$ cat config.mk
export PLATFORM = sky130hd
export DESIGN_NAME = mc_mb_scheduler_flat
export DESIGN_NICKNAME = d
export VERILOG_FILES = /design/src/rtl/mc_mb_scheduler_if.sv /design/src/rtl/mc_mb_scheduler.sv /design/src/flat_wrapper.sv
export SDC_FILE = /design/constraint.sdc
export NUM_CORES = 1
export LEC_CHECK = 0
export BUFFER_PORTS_ARGS = -buffer_cell sky130_fd_sc_hd__buf_4
export CELL_PAD_IN_SITES_DETAIL_PLACEMENT = 0
export CELL_PAD_IN_SITES_GLOBAL_PLACEMENT = 1
export CORE_MARGIN = 2
export CORE_UTILIZATION = 39
export CTS_CLUSTER_DIAMETER = 50
export DETAILED_ROUTE_END_ITERATION = 16
export PLACE_DENSITY = 0.9
export SLEW_MARGIN = 15
export SYNTH_ARGS = -nofsm -noshare
export SYNTH_HDL_FRONTEND = slang
export SYNTH_SLANG_ARGS = --single-unit
$ cat constraint.sdc
create_clock -name clk -period 2.8 [get_ports clk]
set_input_delay 0.56 -clock clk [delete_from_list [all_inputs] [get_ports clk]]
set_output_delay 0.56 -clock clk [all_outputs]
set_load 0.01 [all_outputs]
$ cat src/rtl/mc_mb_scheduler_if.sv
// Block-request / completion handshake between the MB scheduler and the MC datapath.
interface mc_mb_scheduler_if #(
  parameter int unsigned MB_ADDR_W = 13
);
  logic                 blk_valid;
  logic                 blk_ready;
  logic [1:0]           blk_comp;
  logic [3:0]           blk_idx;
  logic [MB_ADDR_W-1:0] blk_mb_addr;
  logic                 res_valid;
  logic                 res_ready;

  modport master (
    output blk_valid, blk_comp, blk_idx, blk_mb_addr, res_ready,
    input  blk_ready, res_valid
  );

  modport slave (
    input  blk_valid, blk_comp, blk_idx, blk_mb_addr, res_ready,
    output blk_ready, res_valid
  );
endinterface

$ cat src/rtl/mc_mb_scheduler.sv
// Issues one macroblock's 4x4 MC block requests and tracks their completions.
// Optional chroma issue (Cb0..3, Cr0..3 after luma) is enabled by defining MC_CHROMA_EN.
module mc_mb_scheduler #(
  parameter int unsigned MB_ADDR_W = 13,
  parameter int unsigned MAX_OUT   = 4
) (
  input  logic                 clk,
  input  logic                 reset,
  input  logic                 mb_start,
  input  logic [MB_ADDR_W-1:0] mb_addr,
  input  logic                 abort,
  output logic                 busy,
  output logic                 mb_done,
  mc_mb_scheduler_if.master    bus
);

`ifdef MC_CHROMA_EN
  localparam int unsigned TOTAL = 24;
`else
  localparam int unsigned TOTAL = 16;
`endif
  localparam int unsigned OUT_W = $clog2(MAX_OUT + 1);

  typedef enum logic [1:0] {S_IDLE, S_ISSUE, S_DRAIN, S_DONE} state_t;

  state_t               r_state;
  state_t               w_next_state;
  logic [4:0]           r_issue_cnt;
  logic [4:0]           r_done_cnt;
  logic [OUT_W-1:0]     r_outstanding;
  logic [MB_ADDR_W-1:0] r_mb_addr;

  logic       w_blk_valid;
  logic       w_res_ready;
  logic       w_issue;
  logic       w_comp;
  logic [4:0] w_done_nxt;

  always_ff @(posedge clk or posedge reset) begin
    if (reset) r_state <= S_IDLE;
    else       r_state <= w_next_state;
  end

  always_comb begin
    w_next_state = r_state;
    busy         = (r_state != S_IDLE);
    mb_done      = 1'b0;
    // abort masks both handshakes so nothing is counted in the aborting cycle
    w_blk_valid  = (r_state == S_ISSUE) && (r_outstanding < OUT_W'(MAX_OUT)) && !abort;
    w_res_ready  = busy && (r_outstanding != '0) && !abort;
    w_issue      = w_blk_valid && bus.blk_ready;
    w_comp       = w_res_ready && bus.res_valid;
    w_done_nxt   = r_done_cnt + 5'(w_comp);
    unique case (r_state)
      S_IDLE: begin
        if (mb_start) w_next_state = S_ISSUE;
      end
      S_ISSUE: begin
        if (abort)                                           w_next_state = S_IDLE;
        else if (w_issue && (r_issue_cnt == 5'(TOTAL - 1)))  w_next_state = S_DRAIN;
      end
      S_DRAIN: begin
        if (abort)                          w_next_state = S_IDLE;
        else if (w_done_nxt == 5'(TOTAL))   w_next_state = S_DONE;
      end
      S_DONE: begin
        mb_done      = !abort;
        w_next_state = S_IDLE;
      end
      default: w_next_state = S_IDLE;
    endcase
  end

  always_ff @(posedge clk or posedge reset) begin
    if (reset) begin
      r_issue_cnt   <= '0;
      r_done_cnt    <= '0;
      r_outstanding <= '0;
      r_mb_addr     <= '0;
    end else if (r_state == S_IDLE) begin
      if (mb_start) begin
        r_mb_addr     <= mb_addr;
        r_issue_cnt   <= '0;
        r_done_cnt    <= '0;
        r_outstanding <= '0;
      end
    end else if (abort || (r_state == S_DONE)) begin
      // counters return to zero whenever IDLE is re-entered so payload reads Y0 there
      r_issue_cnt   <= '0;
      r_done_cnt    <= '0;
      r_outstanding <= '0;
    end else begin
      r_issue_cnt   <= r_issue_cnt + 5'(w_issue);
      r_done_cnt    <= w_done_nxt;
      r_outstanding <= r_outstanding + OUT_W'(w_issue) - OUT_W'(w_comp);
    end
  end

  always_comb begin
    bus.blk_comp = '0;
    bus.blk_idx  = r_issue_cnt[3:0];
`ifdef MC_CHROMA_EN
    if (r_issue_cnt >= 5'd20) begin
      bus.blk_comp = 2'd2;
      bus.blk_idx  = {2'b00, r_issue_cnt[1:0]};
    end else if (r_issue_cnt >= 5'd16) begin
      bus.blk_comp = 2'd1;
      bus.blk_idx  = {2'b00, r_issue_cnt[1:0]};
    end
`endif
  end

  assign bus.blk_valid   = w_blk_valid;
  assign bus.res_ready   = w_res_ready;
  assign bus.blk_mb_addr = r_mb_addr;

endmodule

$ cat src/flat_wrapper.sv
// flat-port wrapper written by rule: the top's interface ports become plain ports
module mc_mb_scheduler_flat 
#(
  parameter int unsigned MB_ADDR_W = 13,
  parameter int unsigned MAX_OUT   = 4
)
  (clk, reset, mb_start, mb_addr, abort, busy, mb_done, bus_blk_valid, bus_blk_comp, bus_blk_idx, bus_blk_mb_addr, bus_res_ready, bus_blk_ready, bus_res_valid);
  mc_mb_scheduler_if #(.MB_ADDR_W(MB_ADDR_W)) bus_i ();
  input  logic clk;
  input  logic reset;
  input  logic mb_start;
  input  logic [MB_ADDR_W-1:0] mb_addr;
  input  logic abort;
  output logic busy;
  output logic mb_done;
  output wire logic [$bits(bus_i.blk_valid)-1:0] bus_blk_valid;
  output wire logic [$bits(bus_i.blk_comp)-1:0] bus_blk_comp;
  output wire logic [$bits(bus_i.blk_idx)-1:0] bus_blk_idx;
  output wire logic [$bits(bus_i.blk_mb_addr)-1:0] bus_blk_mb_addr;
  output wire logic [$bits(bus_i.res_ready)-1:0] bus_res_ready;
  input wire logic [$bits(bus_i.blk_ready)-1:0] bus_blk_ready;
  input wire logic [$bits(bus_i.res_valid)-1:0] bus_res_valid;
  assign bus_blk_valid = bus_i.blk_valid;
  assign bus_blk_comp = bus_i.blk_comp;
  assign bus_blk_idx = bus_i.blk_idx;
  assign bus_blk_mb_addr = bus_i.blk_mb_addr;
  assign bus_res_ready = bus_i.res_ready;
  assign bus_i.blk_ready = bus_blk_ready;
  assign bus_i.res_valid = bus_res_valid;
  mc_mb_scheduler #(.MB_ADDR_W(MB_ADDR_W), .MAX_OUT(MAX_OUT)) u_core (.clk(clk), .reset(reset), .mb_start(mb_start), .mb_addr(mb_addr), .abort(abort), .busy(busy), .mb_done(mb_done), .bus(bus_i));
endmodule
# == Word-level counts from Yosys, hierarchy flattened ==
# Cells that the tools add are included.
# totals
reg_bits,28
latchBits,0
ram_bits,0
rom_bits,0
inputBits,19
wordCells,47
n_memories,0
# op_classes
n_addsub,4
n_mul,0
n_div,0
n_lt_le_gt_ge,1
n_eq_ne,8
shifts,0
muxes,15
bitwise_logic,0
n_reduce_logical,14
# op_table
op,n
2-to-1 mux 5 bit,5
adder 5 x 1 -> 5 bit,2
2-to-1 mux 2 bit,5
2-to-1 mux 3 bit,3
case mux 2 bit (4 select lines),1
logical AND 1 bit,7
"equality test 5 x 4 -> 1 bit, second input constant",1
"equality test 5 bit, second input constant",1
"equality test 2 bit, second input constant",2
adder 3 x 1 -> 3 bit,1
"less-than comparator 3 bit, second input constant",1
"!= test 3 x 2 -> 1 bit, second input constant",1
"!= test 3 bit, second input constant",1
AND reduction 3 bit,1
nonzero test 3 bit,1
subtractor 3 x 1 -> 3 bit,1
"equality test 2 x 1 -> 1 bit, second input constant",1
zero test 2 bit,1
"!= test 2 bit, second input constant",1
AND reduction 2 bit,1
nonzero test 2 bit,1
zero test 1 bit,1
logical OR 1 bit,1
2-to-1 mux 1 bit,1

# == Logic depth before layout (Yosys ltp) ==
# depth
word_depth,9
ltp_mapped,11
ltp_nobuf,11

# == Least setup slack after synthesis ==
# No wires, ideal clock.
# synth_path
path_kind,input -> register
start,input port abort
end,register u_core.r_outstanding[2]
setup_time_ns,0.121
t_arrival_ns,2.554
t_required_ns,2.679
slack_ns,0.125
cell_stages,11
path_buffers,1
path_cell_list,buf_6 > nor3_1 > and2_1 > ha_1 > inv_1 > ha_1 > inv_1 > fa_1 > xnor2_1 > a21o_1 > a22o_1
# synth_rtl
element,line_no,source
"start, declared",flat_wrapper.sv:13,input logic abort;
zero test 1 bit,mc_mb_scheduler.sv:50,w_res_ready = busy && (r_outstanding != '0) && !abort;
logical AND 1 bit,mc_mb_scheduler.sv:50,
via bus_res_ready,flat_wrapper.sv:20,output wire logic [$bits(bus_i.res_ready)-1:0] bus_res_ready;
logical AND 1 bit,mc_mb_scheduler.sv:52,w_comp = w_res_ready && bus.res_valid;
subtractor 3 x 1 -> 3 bit,mc_mb_scheduler.sv:95,r_outstanding <= r_outstanding + OUT_W'(w_issue) - OUT_W'(w_comp);
2-to-1 mux 3 bit,mc_mb_scheduler.sv:87,end else if (abort || (r_state == S_DONE)) begin
2-to-1 mux 3 bit,mc_mb_scheduler.sv:80,end else if (r_state == S_IDLE) begin
"end signal, assigned",mc_mb_scheduler.sv:95,
"end, declared",mc_mb_scheduler.sv:30,logic [OUT_W-1:0] r_outstanding;
# The timed path passes the listed nets, and every way through them passes these cells.
# A chain may end at the register's enable or synchronous reset.

# == Worst setup path after layout ==
# layout_path
start,register u_core.r_state[1]
end,register u_core.r_outstanding[2]
# layout_via
elab_chain_len,8
# layout_rtl
element,line_no,source
"start, declared",mc_mb_scheduler.sv:26,state_t r_state;
"start signal, assigned",mc_mb_scheduler.sv:41,else r_state <= w_next_state;
equality test 2 x 1 -> 1 bit,mc_mb_scheduler.sv:49,w_blk_valid = (r_state == S_ISSUE) && (r_outstanding < OUT_W'(MAX_OUT)) && !abort;
logical AND 1 bit (2 in a row),mc_mb_scheduler.sv:49,
logical AND 1 bit,mc_mb_scheduler.sv:51,w_issue = w_blk_valid && bus.blk_ready;
adder 3 x 1 -> 3 bit,mc_mb_scheduler.sv:95,
subtractor 3 x 1 -> 3 bit,mc_mb_scheduler.sv:95,
2-to-1 mux 3 bit,mc_mb_scheduler.sv:87,
2-to-1 mux 3 bit,mc_mb_scheduler.sv:80,
# Parallel ways exist; a longest one is shown, timed or not.

==> run_results.csv <==
group,metric,value,unit
status,status,"completed",
setup_path,arrival,2680,ps
logic_synthesis,yosys.area_share.simple,12.8,%
power_and_ir_drop,p_leak,0.891,nW
floorplanning,die_w,64.8,um
timing,relSlewSlack,60.0,%
global_routing,grt_pass1_vias,1043,
timing,fin_worst_skew,7.91,ps
finish,area_growth,25.1,%
clock_tree,postCtsHoldBufs,0,
setup_path,critPathCaptureType,"register",
setup_path,crit_path_cell_trace,"nor2_1, nor3_1, and2_1, ha_1, inv_1, ha_1, inv_1, fa_1, xnor2_1, a21o_1, a22o_1",
clock_tree,cts_resized,0,
placed_design,portBuffers,39,
logic_synthesis,yosysWarnings,0,
logic_synthesis,yosys.area_share.adder,6.59,%
finish,nFillCells,325,
clock_tree,clk_latency,270,ps
timing,max_freq,398,MHz
logic_synthesis,syn_area_per_cell,11.6,um^2
clock_tree,cts_buffer_depth,2,
timing,min_period_over_period,89.7,%
setup_path,setup.worst_path.start,"u_core.r_state[1]$_DFFE_PP0P_",
timing,worst_slew_pin_slew,601,ps
finish,antenna_cells,0,
clock_tree,numCtsBuffers,3,
logic_synthesis,yosys-top-cells-count,"dfrtp_1 (28), mux2_2 (13), a22o_1 (9), buf_4 (7), nor3_1 (7)",
power_and_ir_drop,ir_worst_vdd,214,uV
logic_synthesis,synth_mux_area_share,10.8,%
setup_path,reg2regPathDepth,11,
logic_synthesis,synth_top_family_by_area,"simple AND/OR/NAND/NOR gates",
logic_synthesis,synth-xor-area-share,1.82,%
clock_tree,cts-root-buf,"clkbuf_8",
setup_path,critPathBufInv,2,
logic_synthesis,synth_most_common_cell,"dfrtp_1",
logic_synthesis,synth.distinct_cells,33,
timing,tns,0,ps
setup_path,r2r-start,"u_core.r_state[1]$_DFFE_PP0P_",
detailed_routing,vias,1028,
setup_path,cp.required,2960,ps
timing,hold_viol,0,
setup_path,path_class,"reg2reg",
setup_path,rrSetupSlack,290,ps
floorplanning,io_pins,42,
logic_synthesis,synthArstFlopShare,100,%
logic_synthesis,synth_compound_area_share,11.3,%
finish,seq_area,701,um^2
logic_synthesis,synth-seq-cells,28,
floorplanning,core_area,3610,um^2
detailed_routing,viasPerCell,4.90,
detailed_routing,wl,2.75,mm
global_routing,grt_pass1_wl,4.87,mm
timing,rsz0062_at_grt,"false",
finish,nNetsFinal,189,
setup_path,start_kind,"register",
timing,period_needed,2510,ps
setup_path,cpMaxStageDelayCell,"dfrtp_1",
setup_path,critPathTopFamily,"adder cells",
clock_tree,clkSinkCount,28,
global_routing,grt-ovfl-total,0,
floorplanning,die-area,4200,um^2
detailed_routing,post_drt_wl_per_cell,13.1,um
logic_synthesis,synth_area_leaders,"dfrtp_1 (49%), mux2_2 (10%), a22o_1 (5.5%)",
logic_synthesis,yosysTopAreaCell,"dfrtp_1",
finish,drive_above_1_share,39.5,%
power_and_ir_drop,power_density,567,nW/um^2
logic_synthesis,syn_area,1440,um^2
global_routing,antenna_found_initial,0,
hold_path,hold_class,"in2async",
detailed_routing,ant_nets,0,
detailed_routing,firstDrtPassIters,4,
global_routing,grt.total_usage,14.9,%
logic_synthesis,synth_top_area_share,48.5,%
logic_synthesis,synthFlopType,"dfrtp_1",
finish,multiInputGateArea,633,um^2
floorplanning,placementRows,22,
logic_synthesis,synthCells,125,
clock_tree,htree_num_levels,1,
setup_path,cp_max_fo,7,
floorplanning,start_util,40.0,%
logic_synthesis,seq_area_frac_synth,48.5,%
setup_path,max_stage_delay,470,ps
global_routing,grt_max_degree,29,
placed_design,hpwl,2.08,mm
job,drv_cap,0,
setup_path,worstReg2RegEnd,"u_core.r_outstanding[2]$_DFFE_PP0P_",
finish,final_core_util,50.1,%
timing,setup_viol,0,
placed_design,globalplace.congestion,0.764,
detailed_routing,route.detailed.drc,0,
timing,slew_viol_final,0,
detailed_routing,drtIter0Drc,37,
floorplanning,die_y,64.8,um
clock_tree,postCtsSetupRepairBufs,0,
logic_synthesis,synth-edff-count,0,
clock_tree,clkTransAtPathRegs,90,ps
clock_tree,tritoncts,"yes",
## placed cells by master, fill, tap and decap left out, drive strengths merged
cell / count
inv: 5
and4b: 1
and3b: 1
a22o: 9
nand3: 4
a21oi: 3
nor3b: 1
buf: 43
nor2: 5
nor4b: 1
nand2: 5
or4: 1
mux2i: 1
nor3: 7
dfrtp: 28
and2: 3
nand4: 1
xnor2: 3
conb: 2
a21o: 3
nand2b: 3
clkbuf: 3
o21ai: 5
a31oi: 1
o31ai: 2
fa: 1
bufinv: 1
ha: 6
mux2: 13
## layer usage
layer	GRT usage [%]	up-vias	wire [um]
li1	-	512	-
met1	20.2	481	1260
met2	22.7	31	1260
met3	2.95	4	181
met4	7.71	0	51
met5	0	-	0
## kinds of logic (layout without fill, tap and decap cells)
kind of cell               after synthesis  after routing
and+or+nand+nor                         33             33
DFF                                     28             28
AOI/OAI and AO/OA                       23             23
buffers and inverters                   16             52
muxes                                   14             14
adders and majority gates                7              7
xor gates and xnor gates                 3              3
other                                    1              2
## worst register-to-register path, stage by stage, from the launching register on
cell	delay [ps]
dfrtp_1	470
nor2_1	110
nor3_1	240
and2_1	190
ha_1	230
inv_1	60
ha_1	130
inv_1	50
fa_1	370
xnor2_1	150
a21o_1	180
a22o_1	210
## flip-flops by register name, indices dropped and copies added (netlist names)
| name | flops |
|---|---|
| u_core.r_state | 2 |
| u_core.r_outstanding | 3 |
| u_core.r_issue_cnt | 5 |
| u_core.r_done_cnt | 5 |
| u_core.bus.blk_mb_addr | 13 |
## metrics by stage
step,hold slack [ps],instances,cell area [um^2],total power [mW],setup WS (ps)
detailed placement,497,206,1740,0.725,138
global route,378,210,1810,1.08,73.3
CTS,358,210,1810,1.03,294
finish,344,210,1810,1.02,288
global placement,491,206,1740,0.714,223
floorplan,480,126,1450,0.616,125
## worst max-delay path by stage
stage                                                      to  slack [ps]  cells past startpoint
after CTS                 u_core.r_outstanding[2]$_DFFE_PP0P_         290                     11
final                     u_core.r_outstanding[2]$_DFFE_PP0P_         290                     11
after global routing      u_core.r_outstanding[2]$_DFFE_PP0P_          70                     11
after floorplan           u_core.r_outstanding[2]$_DFFE_PP0P_         130                     11
after global placement    u_core.r_outstanding[2]$_DFFE_PP0P_         220                     11
after detailed placement  u_core.r_outstanding[2]$_DFFE_PP0P_         140                     11
## where the power goes
part / internal, mW / switching [mW] / total, mW
clock: 0.191 / 0.120 / 0.312
combinational: 0.132 / 0.102 / 0.234
sequential: 0.451 / 0.0278 / 0.479
## final cells by class
cell class / count / share of cell area [%]
sequential: 28 / 38.8
multi-input combinational: 82 / 35.0
timing repair buffer: 43 / 17.9
tap: 48 / 3.32
clock buffer: 3 / 2.29
clock inverter: 1 / 1.66
inverter: 5 / 1.04
No activity file was read; power rests on OpenSTA's default activity.
